## src/rtl/mac_pkg.sv

```systemverilog
// Shared constants and types for the 4-bit multiply-accumulate datapath.
package mac_pkg;

  localparam int MAC_N     = 4;
  localparam int MAC_ACC_W = 8;

  typedef logic [MAC_N-1:0]     operand_t;
  typedef logic [MAC_ACC_W-1:0] acc_t;

endpackage : mac_pkg

```

## src/rtl/mac4_mult.sv

```systemverilog
// Combinational unsigned N x N -> 2N shift-and-add multiplier.
module mac4_mult #(
  parameter int N = 4
) (
  input  logic [N-1:0]   a,
  input  logic [N-1:0]   b,
  output logic [2*N-1:0] prod
);

  logic [2*N-1:0] a_ext;

  assign a_ext = {{N{1'b0}}, a};

  // Sum one shifted copy of the multiplicand for every set multiplier bit.
  always_comb begin
    prod = '0;
    for (int i = 0; i < N; i++) begin
      if (b[i]) begin
        prod = prod + (a_ext << i);
      end
    end
  end

endmodule : mac4_mult

```

## src/rtl/mac4_unit.sv

```systemverilog
// Unsigned multiply-accumulate: accumulator += A*B every clock, wrapping
// modulo 2^ACC_W. The only way to restart the sum is reset_n.
module mac4_unit
  import mac_pkg::*;
#(
  parameter int N     = MAC_N,
  parameter int ACC_W = 2 * N
) (
  input  logic             clk,
  input  logic             reset_n,
  input  logic [N-1:0]     A,
  input  logic [N-1:0]     B,
  output logic [ACC_W-1:0] accumulator
);

  logic [2*N-1:0]   prod;
  logic [ACC_W-1:0] accumulator_d;
  logic [ACC_W-1:0] accumulator_q;

  mac4_mult #(
    .N (N)
  ) u_mult (
    .a    (A),
    .b    (B),
    .prod (prod)
  );

  // Next sum; the cast resizes the product so the add wraps at ACC_W bits.
  always_comb begin
    accumulator_d = accumulator_q + ACC_W'(prod);
  end

  // Accumulator register, cleared immediately when reset_n drops.
  always_ff @(posedge clk or negedge reset_n) begin
    if (!reset_n) begin
      accumulator_q <= '0;
    end else begin
      accumulator_q <= accumulator_d;
    end
  end

  assign accumulator = accumulator_q;

endmodule : mac4_unit

```

## config.mk

```make
export PLATFORM = sky130hd
export DESIGN_NAME = mac4_unit
export DESIGN_NICKNAME = d
export VERILOG_FILES = /design/src/rtl/mac_pkg.sv /design/src/rtl/mac4_mult.sv /design/src/rtl/mac4_unit.sv
export SDC_FILE = /design/constraint.sdc
export NUM_CORES = 1
export LEC_CHECK = 0
export CORE_UTILIZATION = 30
export CTS_BUF_LIST = sky130_fd_sc_hd__clkbuf_2
export CTS_CLUSTER_SIZE = 16
export DETAILED_ROUTE_END_ITERATION = 7
export HOLD_SLACK_MARGIN = 0.1
export PLACE_DENSITY = 0.54
export SYNTH_ARGS = -nofsm -noshare
export SYNTH_HDL_FRONTEND = slang
export SYNTH_SLANG_ARGS = --single-unit
```

## constraint.sdc

```tcl
create_clock -name clk -period 1.7 [get_ports clk]
set_input_delay 0.34 -clock clk [delete_from_list [all_inputs] [get_ports clk]]
set_output_delay 0.34 -clock clk [all_outputs]
set_load 0.005 [all_outputs]
```

==> run_results.csv <==
group,metric,value,unit
setup_path,r2r-start,"accumulator[0]",
logic_synthesis,ys_types,32,
clock_network,cts_buffer_depth,2,
logic_synthesis,syn_area_per_cell,8.88,um^2
routing,ant_nets,0,
logic_synthesis,yosysTopAreaCell,"dfrtp_1",
logic_synthesis,synthSimpleGateAreaFrac,14.6,%
clock_network,numCtsBuffers,3,
final_layout,largest_register_ffs,8,
power_and_ir_drop,p_leak,0.826,nW
setup_path,crit_path_top_delay_cell,"fa_2",
logic_synthesis,synthMuxAreaShare,5.92,%
setup_path,rr_endpoint,"accumulator[6]",
floorplan,die_width,61.4,um
setup_path,crit_type,"input port to flop",
routing,drcViolationCount,0,
logic_synthesis,synth_warnings,0,
final_layout,area_growth_syn_to_layout,68.6,%
setup_path,critPathCaptureType,"flop",
global_routing,grt_usage,16.4,%
clock_network,root_buffer,"clkbuf_2",
final_layout,fin_area,0.00178,mm^2
setup_path,crit_fanout,2,
logic_synthesis,synth-compound-area-share,18.8,%
logic_synthesis,synth_common_cells,"ha_1, inv_1, nand2_1, xnor2_1",
sta,skew,0.00700,ns
floorplan,die_area,0.00377,mm^2
place,hpwlAfterDp,2150,um
setup_path,cpLargestDelayFamily,"adder cells",
power_and_ir_drop,irDropWorstVdd,0.683,mV
setup_path,critPathMaxStageDelay,0.41,ns
global_routing,overflow,0,
sta,setup_viol,6,
setup_path,crit_start,"A[1]",
logic_synthesis,async_reset_ff_share,100,%
sta,drv_slew,0,
routing,drt-pass1-iter-count,4,
routing,dr_total_vias,1037,
global_routing,met3_usage,0.630,%
sta,finalHoldViolCount,0,
setup_path,crit_cells,25,
sta,fin_ws,-2.34,ns
logic_synthesis,synthFlopType,"dfrtp_1",
final_layout,antennaDiodeCount,0,
sta,rsz0062_at_grt,"yes",
floorplan,initial_core_util,31.4,%
power_and_ir_drop,fin_total_pwr,0.00211,W
setup_path,crit_end,"accumulator[7]",
floorplan,core,0.00336,mm^2
sta,period_share,238,%
global_routing,antenna_found_initial,0,
global_routing,grt_max_degree,11,
final_layout,fin_nets,210,
logic_synthesis,syn_inst,119,
min_path,hold_class,"input port to asynchronous set/reset pin",
logic_synthesis,synth_nets,149,
logic_synthesis,yosys.cell_count.top_type,"ha_1",
setup_path,ff2ff_path_depth,7,
sta,relSlewSlack,68.0,%
logic_synthesis,synth_xor_area_share,9.94,%
floorplan,io_pins,18,
clock_network,clk_latency,0.24,ns
floorplan,rows,21,
clock_network,cts_tree,"yes",
setup_path,crit_arrival,4.15,ns
logic_synthesis,synth_fa_ha_area_share,26.5,%
routing,viasPerCell,4.63,
floorplan,die_h,61.4,um
setup_path,reg2reg_slack,-0.17,ns
global_routing,met2_usage,28.3,%
logic_synthesis,ys_ff_latch,8,
logic_synthesis,synth_top_family_by_area,"adder cells",
place,placement.io_buffers,17,
global_routing,busiest_layer,"met2",
routing,drt_iter0_drc,21,
setup_path,cp.required,1.81,ns
logic_synthesis,synth-edff-count,0,
clock_network,h-tree-depth,1,
logic_synthesis,synth_area_leaders,"dfrtp_1, ha_1, fa_1",
global_routing,grt_pass1_wl,4530,um
run_status,violations,"setup timing",
run,drv_cap,0,
sta,tightest_slew,0.473,ns
global_routing,met1_usage,22.0,%
logic_synthesis,synth_seq_area_share,18.9,%
power_and_ir_drop,powerDensity,1180,mW/mm^2
sta,min_period,4.04,ns
setup_path,crit_buf_inv,5,
routing,wire_per_inst,12.1,um
clock_network,clk_pin_slew,0.09,ns
place,gp_congestion,0.778,
routing,wl,2710,um
setup_path,startpoint_type,"input port",
final_layout,drive_gt1_share,48.3,%
logic_synthesis,synth_top_area_share,18.9,%
clock_network,cts.sinks,8,
run_status,outcome,"finished, violations left",
clock_network,ctsHoldBuffers,0,
sta,fmax,247,MHz
global_routing,grt_pass1_vias,1030,
logic_synthesis,synthesis.area,0.00106,mm^2
place,place_area,0.00162,mm^2
## how the worst min path moves through the flow
stage	from	end	slack [ns]	cells after the start
after global placement	accumulator[0]	accumulator[0]	0.49	1
after CTS	reset_n	accumulator[0]	0.39	1
final	reset_n	accumulator[0]	0.39	1
after detailed placement	accumulator[0]	accumulator[0]	0.53	1
after global routing	reset_n	accumulator[0]	0.41	1
after floorplan	reset_n	accumulator[0]	0.04	0
## through the flow
stage          utilization [%]  setup TNS [ns]  worst slack, ns  hold WS, ns  cells
2_1_floorplan                -          -11.14            -2.42       0.0444    119
5_1_grt                   53.0          -12.05            -2.56        0.414    224
3_5_place_dp              48.3          -16.45            -3.18        0.528    216
4_1_cts                   51.6          -11.62            -2.48        0.388    223
3_3_place_gp              48.3          -16.14            -3.10        0.492    216
6_report                  53.0          -11.00            -2.34        0.385    224
## power breakdown
group	internal, W	switching, W
logic	0.000992	0.000619
clock network	0.0000482	0.0000690
registers	0.000303	0.0000803
total	0.00134	0.000768
## kinds of logic after synthesis
logic type	Yosys count
fa+ha+maj	20
simple gates	31
compound gates	29
buf+inv	13
xor+xnor	12
mux	6
flops	8
## worst reg2reg max path: stages (launching register included)
cell	delay [ns]
dfrtp_1	0.40
ha_1	0.23
fa_1	0.40
a21o_1	0.17
a21oi_1	0.20
o21bai_1	0.12
a21oi_2	0.15
xnor2_1	0.13
## placed cells by master, fill, tap and decap left out, types with 3 or more instances in the layout
cell and instances:
xnor2_2 4, o21ai_0 3, o21bai_1 3, dfrtp_1 8
ha_2 3, nor2b_1 5, a21oi_1 5, nor2_1 6
ha_4 3, ha_1 10, nand2_1 8, fa_2 3
clkbuf_2 3, mux2i_1 3, inv_2 6, xnor2_1 5
a21o_1 3, clkdlybuf4s50_1 12, a21oi_2 4, buf_4 40
## layout make-up
type                       instances  area, um^2
inverter                           9        37.5
clock buffer                       3        15.0
fill                             343        1580
sequential                         8         200
timing repair buffer              60         510
tap                               46        57.6
multi-input combinational         98         962
## routing by layer
| layer | vias to the layer above | part of all wire, % | wire (um) |
|---|---|---|---|
| met1 | 491 | 46 | 1240 |
| li1 | 530 | - | - |
| met4 | 0 | 0.74 | 20 |
| met5 | - | 0 | 0 |
| met2 | 14 | 51 | 1390 |
| met3 | 2 | 2.3 | 61 |
## repair_timing
action,in CTS,in global routing
pin swaps,22,19
setup buffers,6,2
resized for setup,28,12
endpoints found under the setup margin,7,6
Note: power is estimated with default switching activity, not from simulation.
